==> src/rtl/id_exe_reg.sv <==
// ID->EXE two-entry skid pipeline register, optional operand forwarding when FWD_EN is defined.
// Latency: 1 cycle from accept to out_valid; strict FIFO order between main and skid entries.
// Backpressure: in_ready depends only on registered skid occupancy and rst, never on out_ready.
module id_exe_reg #(
    parameter int DATA_W = 32,
    parameter int REG_AW = 5,
    parameter int CMD_W  = 4
) (
    input  logic              clk,
    input  logic              rst,
    input  logic              flush,
    input  logic              in_valid,
    output logic              in_ready,
    input  logic [DATA_W-1:0] in_pc,
    input  logic [DATA_W-1:0] in_val1,
    input  logic [DATA_W-1:0] in_val2,
    input  logic [DATA_W-1:0] in_st_val,
    input  logic [CMD_W-1:0]  in_exe_cmd,
    input  logic              in_mem_r_en,
    input  logic              in_mem_w_en,
    input  logic              in_wb_en,
    input  logic [REG_AW-1:0] in_dest,
`ifdef FWD_EN
    input  logic [REG_AW-1:0] in_src1,
    input  logic [REG_AW-1:0] in_src2,
    input  logic              fwd_mem_wb_en,
    input  logic [REG_AW-1:0] fwd_mem_dest,
    input  logic [DATA_W-1:0] fwd_mem_val,
    input  logic              fwd_wb_wb_en,
    input  logic [REG_AW-1:0] fwd_wb_dest,
    input  logic [DATA_W-1:0] fwd_wb_val,
    output logic [REG_AW-1:0] out_src1,
    output logic [REG_AW-1:0] out_src2,
`endif
    output logic              out_valid,
    input  logic              out_ready,
    output logic [DATA_W-1:0] out_pc,
    output logic [DATA_W-1:0] out_val1,
    output logic [DATA_W-1:0] out_val2,
    output logic [DATA_W-1:0] out_st_val,
    output logic [CMD_W-1:0]  out_exe_cmd,
    output logic              out_mem_r_en,
    output logic              out_mem_w_en,
    output logic              out_wb_en,
    output logic [REG_AW-1:0] out_dest
);

    typedef struct packed {
        logic [DATA_W-1:0] pc;
        logic [DATA_W-1:0] val1;
        logic [DATA_W-1:0] val2;
        logic [DATA_W-1:0] st_val;
        logic [CMD_W-1:0]  exe_cmd;
        logic              mem_r_en;
        logic              mem_w_en;
        logic              wb_en;
        logic [REG_AW-1:0] dest;
`ifdef FWD_EN
        logic [REG_AW-1:0] src1;
        logic [REG_AW-1:0] src2;
`endif
    } pl_t;

    pl_t  in_dat, m_dat_q, m_dat_d, s_dat_q, s_dat_d;
    logic m_vld_q, m_vld_d, s_vld_q, s_vld_d;
    logic accept, pop;

    always_comb begin
        in_dat          = '0;
        in_dat.pc       = in_pc;
        in_dat.val1     = in_val1;
        in_dat.val2     = in_val2;
        in_dat.st_val   = in_st_val;
        in_dat.exe_cmd  = in_exe_cmd;
        in_dat.mem_r_en = in_mem_r_en;
        in_dat.mem_w_en = in_mem_w_en;
        in_dat.wb_en    = in_wb_en;
        in_dat.dest     = in_dest;
`ifdef FWD_EN
        in_dat.src1     = in_src1;
        in_dat.src2     = in_src2;
`endif
    end

    assign in_ready = ~s_vld_q & ~rst;
    assign accept   = in_valid & in_ready;
    assign pop      = m_vld_q & out_ready;

    always_comb begin
        m_vld_d = m_vld_q;
        s_vld_d = s_vld_q;
        m_dat_d = m_dat_q;
        s_dat_d = s_dat_q;
        if (flush) begin
            m_vld_d = 1'b0;
            s_vld_d = 1'b0;
        end else if (s_vld_q) begin
            // Skid entry moves up before anything new is taken, preserving order.
            if (pop) begin
                m_dat_d = s_dat_q;
                s_vld_d = 1'b0;
            end
        end else if (!m_vld_q || pop) begin
            m_vld_d = accept;
            if (accept) m_dat_d = in_dat;
        end else if (accept) begin
            s_vld_d = 1'b1;
            s_dat_d = in_dat;
        end
    end

    always_ff @(posedge clk) begin
        if (rst) begin
            m_vld_q <= 1'b0;
            s_vld_q <= 1'b0;
            m_dat_q <= '0;
            s_dat_q <= '0;
        end else begin
            m_vld_q <= m_vld_d;
            s_vld_q <= s_vld_d;
            m_dat_q <= m_dat_d;
            s_dat_q <= s_dat_d;
        end
    end

    assign out_valid    = m_vld_q;
    assign out_pc       = m_dat_q.pc;
    assign out_exe_cmd  = m_dat_q.exe_cmd;
    assign out_mem_r_en = m_dat_q.mem_r_en & m_vld_q;
    assign out_mem_w_en = m_dat_q.mem_w_en & m_vld_q;
    assign out_wb_en    = m_dat_q.wb_en & m_vld_q;
    assign out_dest     = m_dat_q.dest;

`ifdef FWD_EN
    logic mem_hit1, wb_hit1, mem_hit2, wb_hit2;

    assign out_src1 = m_dat_q.src1;
    assign out_src2 = m_dat_q.src2;
    assign mem_hit1 = fwd_mem_wb_en & (fwd_mem_dest == m_dat_q.src1) & (m_dat_q.src1 != '0);
    assign wb_hit1  = fwd_wb_wb_en  & (fwd_wb_dest  == m_dat_q.src1) & (m_dat_q.src1 != '0);
    assign mem_hit2 = fwd_mem_wb_en & (fwd_mem_dest == m_dat_q.src2) & (m_dat_q.src2 != '0);
    assign wb_hit2  = fwd_wb_wb_en  & (fwd_wb_dest  == m_dat_q.src2) & (m_dat_q.src2 != '0);

    assign out_val1   = mem_hit1 ? fwd_mem_val : wb_hit1 ? fwd_wb_val : m_dat_q.val1;
    assign out_val2   = mem_hit2 ? fwd_mem_val : wb_hit2 ? fwd_wb_val : m_dat_q.val2;
    assign out_st_val = mem_hit2 ? fwd_mem_val : wb_hit2 ? fwd_wb_val : m_dat_q.st_val;
`else
    assign out_val1   = m_dat_q.val1;
    assign out_val2   = m_dat_q.val2;
    assign out_st_val = m_dat_q.st_val;
`endif

endmodule
==> config.mk <==
export PLATFORM = sky130hd
export DESIGN_NAME = id_exe_reg
export DESIGN_NICKNAME = d
export VERILOG_FILES = /design/src/rtl/id_exe_reg.sv
export SDC_FILE = /design/constraint.sdc
export NUM_CORES = 1
export LEC_CHECK = 0
export ABC_AREA = 0
export CAP_MARGIN = 25
export CORE_AREA = 8 8 198 181
export CTS_CLUSTER_DIAMETER = 120
export CTS_CLUSTER_SIZE = 8
export DETAILED_ROUTE_END_ITERATION = 8
export DIE_AREA = 0 0 206 189
export MAX_ROUTING_LAYER = met4
export PLACE_DENSITY = 0.78
export SLEW_MARGIN = 30
export SYNTH_ARGS = -nofsm -noshare
export SYNTH_HDL_FRONTEND = slang
export SYNTH_SLANG_ARGS = --single-unit
==> constraint.sdc <==
create_clock -name clk -period 4.4 [get_ports clk]
set_input_delay 0.88 -clock clk [delete_from_list [all_inputs] [get_ports clk]]
set_output_delay 0.88 -clock clk [all_outputs]
set_load 0.02 [all_outputs]
==> results of run 1 <==
==> registers in the layout (all words and copies together), names as in the netlist <==
register / flops
out_val2: 32
out_exe_cmd: 4
out_valid: 1
s_vld_q: 1
m_dat_q: 3
out_dest: 5
out_val1: 32
out_st_val: 32
s_dat_q: 140
out_pc: 32
==> logic make-up (layout without fill, tap and decap cells) <==
kind of cell    Yosys count  after routing  synth area share [%]
flops                   282            282                  39.4
buf+inv                 465            489                  16.4
other cells               0              2                     0
compound gates          564            564                  27.8
simple gates            433            433                  16.5
==> synthesized netlist by cell type <==
library cell,n,area [um2]
nand2b_1,1,6.26
a211o_1,1,8.76
nand3_1,140,701
nand2_1,1,3.75
nor3b_1,2,15.0
nor3_1,141,706
or3b_2,1,8.76
clkbuf_1,169,634
buf_6,12,135
or3b_1,1,8.76
a21oi_1,142,711
buf_1,3,11.3
buf_4,137,1030
inv_1,140,526
dfxtp_1,282,5650
a221oi_1,40,350
o21ai_0,280,1400
a221oi_2,100,1500
nor2_1,1,3.75
and2_1,3,18.8
buf_2,4,20.0
a2111oi_0,1,8.76
nor2b_1,142,888
==> metrics by stage <==
stage                     instance area (um2)  instances
after floorplan                         14300       1744
after global placement                  16100       2141
after detailed placement                16100       2141
after CTS                               17200       2187
after global routing                    17300       2192
final                                   17300       2192
==> layout by cell type, fill, tap and decap left out, types with 2 or more instances in the layout <==
cell type	count
a21oi_1	142
clkbuf_16	43
a221oi_2	100
buf_16	3
a221oi_1	40
o21ai_0	280
nor3b_2	2
buf_12	5
inv_1	140
clkdlybuf4s50_1	284
or3b_4	2
nand3_1	140
diode_2	2
and2_1	3
buf_4	9
dfxtp_1	281
nor2b_1	141
nor3_1	141
==> worst max-delay path: stages, from the launching register on <==
cell,delay [ns]
dfxtp_4,0.83
nand2_4,0.57
a211o_4,0.50
buf_12,0.19
buf_16,0.30
a221oi_2,0.38
==> worst paths after layout <==
check	to	slack, ns	cells after the start
max	out_val1[17]	1.38	5
min	out_st_val[9]	0.46	2
max reg2reg	out_val1[17]	1.38	5
min reg2reg	out_st_val[9]	0.46	2
==> power by group through the flow <==
stage,clock (mW),combinational (mW),sequential [mW]
6_report,2.79,0.873,2.68
3_5_place_dp,0,0.866,2.73
2_1_floorplan,0,0.592,2.71
3_3_place_gp,0,0.851,2.73
5_1_grt,2.98,0.935,2.69
4_1_cts,2.85,0.869,2.68
==> final cells by class <==
type	instances	share of cell area [%]
flip-flops and latches	282	32.6
clock buffers	44	6.24
repair buffers	303	18.0
multi-input cells	997	36.9
inverters	140	3.04
diodes	2	0.0289
well taps	422	3.05
clock inverters	2	0.101
==> per-layer routing <==
layer  GRT usage (%)  vias to the layer above
met4            8.02                        0
met2            34.6                      474
met3            4.10                       91
met1            27.1                     6169
li1                -                     5993
met5               -                        -
==> run_results.csv, run 1 <==
group,metric,value,unit
status,status,"finished clean",
pwr,power_frac_seq,42.3,%
pwr,p_clk_share,43.9,%
clock_tree,cts-root-buf,"clkbuf_16",
drt,ant_nets,0,
finish,nets,1910,
drt,detail_route.iter0.violations,1148,
drt,wl_met3,2.77,mm
pwr,p_leak,5.65,nW
global_routing,grt_max_degree,281,
clock_tree,post-cts-setup-buffers,0,
clock_tree,cts.path.max_buffers,3,
pwr,p_sw,1.60,mW
pwr,power.density,367,nW/um2
die,pin_count,287,
global_routing,grt_pass1_vias,12600,
clock_tree,cts_buffers,41,
timing,relSlewSlack,35.1,%
drt,vias,12700,
finish,drive_gt1_share,9.73,%
critical_path,regToRegStartpoint,"s_vld_q",
finish,multi_input_area,6380,um2
min_path,worstHoldPathType,"reg2reg",
clock_tree,h-tree-depth,2,
critical_path,cp-end-kind,"flip-flop",
global_routing,grt_pass1_wl,68.7,mm
placed_design,port_buffers,286,
die,rows,63,
pwr,finalPower,6.34,mW
yosys,ys_types,23,
pwr,vdd_drop_max,0.000307,V
finish,seq_area,5650,um2
die,die_h,189,um
clock_tree,cts_tree,"built",
drt,wl_met1,18.3,mm
critical_path,startpoint,"s_vld_q",
critical_path,arrival,3.44,ns
finish,utilization,53.3,%
timing,hold-worst-slack,0.459,ns
finish,area_growth,20.7,%
drt,drt_first_pass_iters,5,
timing,fin_crit_sh,68.7,%
placed_design,pre_cts_ws,1.20,ns
timing,setup_viol,0,
clock_tree,cts-resized-gates,0,
clock_tree,worstSkewPairLatency,0.51,ns
pwr,intPower,4.74,mW
timing,min_period,3.02,ns
yosys,yosysWarnings,0,
die,die-width,206,um
yosys,synth_fp_nets,1889,
global_routing,grt_usage,21.7,%
die,core_area,32500,um2
die,initial_core_util,44.2,%
critical_path,cp_max_fo,89,
drt,top_layer_used,"met4",
critical_path,criticalPathCategory,"reg2reg",
finish,fill_cells,2952,
critical_path,crit_path_start_kind,"flip-flop",
global_routing,antenna_found_initial,2,
timing,rsz0062_at_grt,"false",
clock_tree,cts_hold_buf,0,
drt,wl_met2,20.6,mm
yosys,netlist_area,14300,um2
timing,clock_skew,0.00962,ns
pwr,p_comb_share,13.8,%
clock_tree,clk_pin_slew,0.05,ns
die,die-area,38900,um2
drt,drc,0,
drt,drt-total-wl,43.0,mm
timing,slew_viol_final,0,
timing,hold_viol_final,0,
drt,wl_per_cell,19.6,um
yosys,ys_seq_area_share,39.4,%
placed_design,finalWeightedCongestion,0.773,
yosys,ys_ff_latch,282,
timing,tightest_slew,0.974,ns
global_routing,grt_overflow_total,0,
critical_path,crit_required,4.82,ns
timing,layout_setup_ws,1.38,ns
yosys,syn-instance-count,1744,
placed_design,dpl.hpwl,24.0,mm
yosys,synth.avg_cell_area,8.22,um2
flow_run,drv_cap,0,
drt,vias_per_cell,5.81,
min_path,holdCritStartpoint,"out_st_val[9]",
clock_tree,cts_sinks,282,
timing,finalSetupTns,0,ns
pwr,swShare,25.3,%
timing,fmax,0.331,GHz
No activity file was read; power rests on OpenSTA's default activity.
==> run 2: changes to the inputs <==
--- a/config.mk
+++ b/config.mk
@@ -13,7 +13,7 @@
 export DETAILED_ROUTE_END_ITERATION = 8
 export DIE_AREA = 0 0 206 189
 export MAX_ROUTING_LAYER = met4
-export PLACE_DENSITY = 0.78
+export PLACE_DENSITY = 0.81
 export SLEW_MARGIN = 30
 export SYNTH_ARGS = -nofsm -noshare
 export SYNTH_HDL_FRONTEND = slang
==> constraint.sdc (replaced) <==
create_clock -name clk -period 2.7 [get_ports clk]
set_input_delay 0.54 -clock clk [delete_from_list [all_inputs] [get_ports clk]]
set_output_delay 0.54 -clock clk [all_outputs]
set_load 0.02 [all_outputs]
==> run 2 against run 1 <==
  * Critical path depth decreased by 3
  * Wire length decreased by 1.0%
  * Sequential cell count unchanged
  * Total power increased by 63%
  * Global-route usage decreased by 0.27 points
  * Count of clock-buffer cells in the layout unchanged
  * Die area unchanged
  * Clock skew increased by 0.019 ns
  * Sequential share of layout area decreased by 0.28 points
  * Sequential power increased by 63%
==> run_results.csv, run 2 (same netlist as run 1, synthesis figures left out) <==
group,metric,value,unit
clock_tree,h-tree-depth,2,
clock_tree,cts_tree,"built",
clock_tree,cts_buffers,41,
finish,final_cell_mix,"284 x clkdlybuf4s50_1, 281 x dfxtp_1, 280 x o21ai_0",
finish,utilization,53.7,%
die,die-width,206,um
clock_tree,cts-resized-gates,0,
flow_run,drv_cap,0,
finish,drive_gt1_share,9.98,%
global_routing,grt_max_degree,281,
finish,area_growth,21.7,%
clock_tree,cts_hold_buf,0,
global_routing,grt_usage,21.4,%
timing,setup_viol,0,
die,pin_count,287,
global_routing,grt_pass1_vias,13000,
global_routing,grt_pass1_wl,67.7,mm
drt,wl_per_cell,19.3,um
clock_tree,worstSkewPairLatency,0.52,ns
die,die-area,38900,um2
global_routing,grt_overflow_total,0,
placed_design,port_buffers,286,
timing,rsz0062_at_grt,"false",
clock_tree,cts_sinks,282,
timing,relSlewSlack,46.6,%
finish,final_common_cell,"clkdlybuf4s50_1",
critical_path,cp-end-kind,"primary output",
placed_design,dpl.hpwl,24.6,mm
timing,finalSetupTns,0,ns
drt,vias,12700,
timing,fmax,0.401,GHz
timing,tightest_slew,0.801,ns
die,core_area,32500,um2
drt,drt-total-wl,42.5,mm
timing,clock_skew,0.0286,ns
die,initial_core_util,44.2,%
clock_tree,cts.path.max_buffers,3,
min_path,worstHoldPathType,"in2reg",
timing,min_period,2.49,ns
clock_tree,cts-root-buf,"clkbuf_16",
timing,fin_crit_sh,92.3,%
status,status,"finished clean",
die,die_h,189,um
drt,drt_first_pass_iters,5,
pwr,p_leak,5.71,nW
drt,vias_per_cell,5.79,
drt,ant_nets,0,
clock_tree,clk_pin_slew,0.05,ns
timing,slew_viol_final,0,
placed_design,finalWeightedCongestion,0.774,
finish,largest_register_ffs,140,
pwr,power.density,593,nW/um2
finish,fill_cells,2924,
critical_path,cp_max_fo,11,
global_routing,antenna_found_initial,4,
critical_path,crit_path_start_kind,"flip-flop",
drt,detail_route.iter0.violations,865,
die,rows,63,
finish,nets,1915,
timing,hold_viol_final,0,
drt,drc,0,
critical_path,r2r_slack,0.63,ns
pwr,vdd_drop_max,0.000460,V
clock_tree,post-cts-setup-buffers,0,
critical_path,crit_required,2.16,ns
critical_path,criticalPathCategory,"reg2out",
critical_path,arrival,1.95,ns
finish,top_register,"s_dat_q",
-- run 2: changes by cell type in the layout (fill, tap and decap cells not counted) --
cell and change:
buf_16 -1, buf_4 -4, diode_2 +2, buf_12 +10
-- run 2: cell type report --
type / instances / area (um2) / share of cell area [%]
Clock inverter: 2 / 17.5 / 0.100
Inverter: 140 / 526 / 3.01
Sequential cell: 282 / 5650 / 32.4
Timing Repair Buffer: 308 / 3260 / 18.7
Antenna cell: 4 / 10.0 / 0.0574
Tap cell: 422 / 528 / 3.03
Multi-Input combinational cell: 997 / 6380 / 36.6
Clock buffer: 44 / 1080 / 6.19
-- run 2: routing by layer --
metal,vias up,GRT usage (%),part of all wire [%]
li1,6007,-,-
met1,6107,25.4,41
met2,533,35.3,49
met3,92,3.60,7.0
met4,0,9.71,3.2
met5,-,-,0
-- run 2: worst paths after layout --
path                start        endpoint  cells after the start
min reg2reg  out_val2[12]    out_val2[12]                      2
min                   rst       out_valid                      2
max             out_valid    out_mem_w_en                      2
max reg2reg       s_vld_q  out_st_val[20]                      5
-- run 2: metrics by stage --
stage | cells | power [mW] | hold WS [ns] | area, um2 | worst slack, ns
2_1_floorplan | 1744 | 5.39 | 0.442 | 14300 | 0.501
3_3_place_gp | 2147 | 5.85 | 0.448 | 16300 | 0.0730
6_report | 2199 | 10.3 | 0.247 | 17500 | 0.207
5_1_grt | 2199 | 10.7 | 0.243 | 17500 | 0.146
4_1_cts | 2193 | 10.4 | 0.220 | 17400 | 0.164
3_5_place_dp | 2147 | 5.88 | 0.450 | 16300 | 0.0424
-- run 2: power breakdown --
group | leakage (nW) | internal [mW] | switching [mW] | total (mW)
clock | 0.540 | 2.78 | 1.75 | 4.53
sequential | 2.29 | 4.30 | 0.0764 | 4.37
combinational | 2.88 | 0.657 | 0.786 | 1.44
total | 5.71 | 7.74 | 2.61 | 10.3
-- run 2: critical path: stages, from the launching register on --
cell and delay [ns]:
dfxtp_1 0.60, and2_1 0.22, clkdlybuf4s50_1 0.62
==> run 3: changes to the inputs <==
--- a/config.mk
+++ b/config.mk
@@ -7,13 +7,14 @@
 export LEC_CHECK = 0
 export ABC_AREA = 0
 export CAP_MARGIN = 25
-export CORE_AREA = 8 8 198 181
+export CORE_AREA = 8 8 240 219
 export CTS_CLUSTER_DIAMETER = 120
 export CTS_CLUSTER_SIZE = 8
 export DETAILED_ROUTE_END_ITERATION = 8
-export DIE_AREA = 0 0 206 189
+export DIE_AREA = 0 0 248 227
+export HOLD_SLACK_MARGIN = 0.15
 export MAX_ROUTING_LAYER = met4
-export PLACE_DENSITY = 0.81
+export PLACE_DENSITY = 0.61
 export SLEW_MARGIN = 30
 export SYNTH_ARGS = -nofsm -noshare
 export SYNTH_HDL_FRONTEND = slang
==> run 3 against run 2 <==
  * First-iteration DRC count up 5.3%
  * Wire length up 10%
  * Total power up 1.1%
  * Utilization down 17 points
  * Via count down 0.72%
  * Critical path type unchanged
  * Largest power group unchanged
==> run_results.csv, run 3 (same netlist as run 1, synthesis figures left out) <==
group,metric,value,unit
status,status,"finished clean",
pwr,p_leak,5.73,nW
clock_tree,cts_buffers,41,
critical_path,reg2reg_to,"s_dat_q[60]",
placed_design,port_buffers,286,
critical_path,regToRegStartpoint,"out_valid",
finish,final_common_cell,"clkdlybuf4s50_1",
finish,largest_register_ffs,140,
finish,utilization,36.6,%
die,die-area,56300,um2
timing,slew_viol_final,0,
finish,fin_cells,2416,
clock_tree,cts.path.max_buffers,3,
finish,area_growth,23.8,%
drt,drt_first_pass_iters,5,
critical_path,cp_max_fo,11,
pwr,finalPower,10.5,mW
timing,tightest_slew,1.07,ns
critical_path,criticalPathCategory,"reg2out",
critical_path,r2r_slack,0.68,ns
drt,drt-total-wl,46.8,mm
timing,hold_viol_final,0,
placed_design,pre_cts_ws,0.0883,ns
placed_design,place_inst,2366,
critical_path,crit_family,"buffers and inverters",
critical_path,cp-endpoint,"out_mem_w_en",
critical_path,arrival,2.03,ns
placed_design,dpl.hpwl,27.0,mm
critical_path,slowest_stage,"clkdlybuf4s50_1",
drt,ant_nets,0,
min_path,worstHoldPathType,"reg2reg",
global_routing,grt_max_degree,159,
drt,vias_per_cell,5.23,
critical_path,startpoint,"out_valid",
timing,clock_skew,0.0231,ns
critical_path,r2r_cells,4,
critical_path,crit_path_start_kind,"flip-flop",
clock_tree,cts_hold_buf,0,
drt,wl_met1,20.1,mm
critical_path,crit_required,2.16,ns
timing,fin_crit_sh,95.2,%
clock_tree,cts_sinks,282,
timing,relSlewSlack,28.7,%
timing,fmax,0.389,GHz
drt,drc,0,
die,die-width,248,um
clock_tree,clk_pin_slew,0.06,ns
clock_tree,cts-resized-gates,0,
timing,rsz0062_at_grt,"false",
timing,layout_setup_ws,0.129,ns
clock_tree,h-tree-depth,2,
global_routing,grt_overflow_total,0,
die,rows,77,
drt,top_layer_used,"met4",
drt,vias,12600,
min_path,holdCritStartpoint,"out_val2[10]",
placed_design,placed_cell_area,16600,um2
die,pin_count,287,
die,initial_core_util,29.6,%
global_routing,grt_usage,16.4,%
global_routing,antenna_found_initial,3,
critical_path,crit_buf_inv,1,
finish,nets,1922,
flow_run,drv_cap,0,
critical_path,path_cells,"and2_1 > clkdlybuf4s50_1",
clock_tree,post-cts-setup-buffers,0,
clock_tree,worstSkewPairLatency,0.54,ns
timing,setup_viol,0,
global_routing,grt_pass1_wl,72.3,mm
pwr,vdd_drop_max,0.000380,V
global_routing,grt_pass1_vias,12700,
critical_path,cp.depth,2,
clock_tree,cts-root-buf,"clkbuf_16",
critical_path,cp-end-kind,"primary output",
drt,wl_met3,2.14,mm
timing,hold-worst-slack,0.457,ns
die,die_h,227,um
drt,wl_met2,23.0,mm
die,core_area,48500,um2
finish,top_register,"s_dat_q",
timing,min_period,2.57,ns
pwr,power.density,589,nW/um2
drt,detail_route.iter0.violations,911,
finish,final_cell_mix,"284 x clkdlybuf4s50_1, 281 x dfxtp_1, 280 x o21ai_0",
timing,finalSetupTns,0,ns
finish,final_cell_area,17700,um2
placed_design,finalWeightedCongestion,0.770,
finish,drive_gt1_share,10.3,%
critical_path,critPathMaxStageDelay,0.63,ns
clock_tree,cts_tree,"built",
drt,wl_per_cell,19.4,um
[run 3: cell count changes in the layout (fill, tap and decap cells not counted)]
cell	change
buf_12	+2
buf_16	-2
buf_6	-1
buf_4	+8
[run 3: worst min path at each step]
stage | depth (start not counted) | end | slack [ns]
2_1_floorplan | 2 | m_dat_q[5] | 0.44
3_3_place_gp | 2 | out_val2[17] | 0.45
3_5_place_dp | 2 | out_val2[10] | 0.45
4_1_cts | 2 | out_val2[10] | 0.46
5_1_grt | 2 | out_val2[10] | 0.48
6_report | 2 | out_val2[10] | 0.46
[run 3: area by class of cell]
class / instances / area, um2
inverters: 140 / 526
clock inverters: 2 / 17.5
diodes: 4 / 10.0
multi-input cells: 997 / 6380
fillers: 4915 / 30700
flip-flops and latches: 282 / 5650
repair buffers: 315 / 3300
well taps: 632 / 791
clock buffers: 44 / 1080
[run 3: tightest hold or removal path, cell delays in order (launching register included)]
cell and delay (ns):
dfxtp_1 0.30, inv_1 0.06, a221oi_2 0.05
[run 3: layer usage]
layer  vias to the layer above  GRT usage (%)
met3                        92           2.47
met2                       370           26.9
met4                         0           7.22
met5                         -              -
met1                      6175           20.0
li1                       6010              -
[run 3: report_power, final]
group	switching [mW]	internal (mW)	leakage [nW]
registers	0.0818	4.29	2.29
logic	0.802	0.662	2.90
clock network	1.83	2.79	0.540
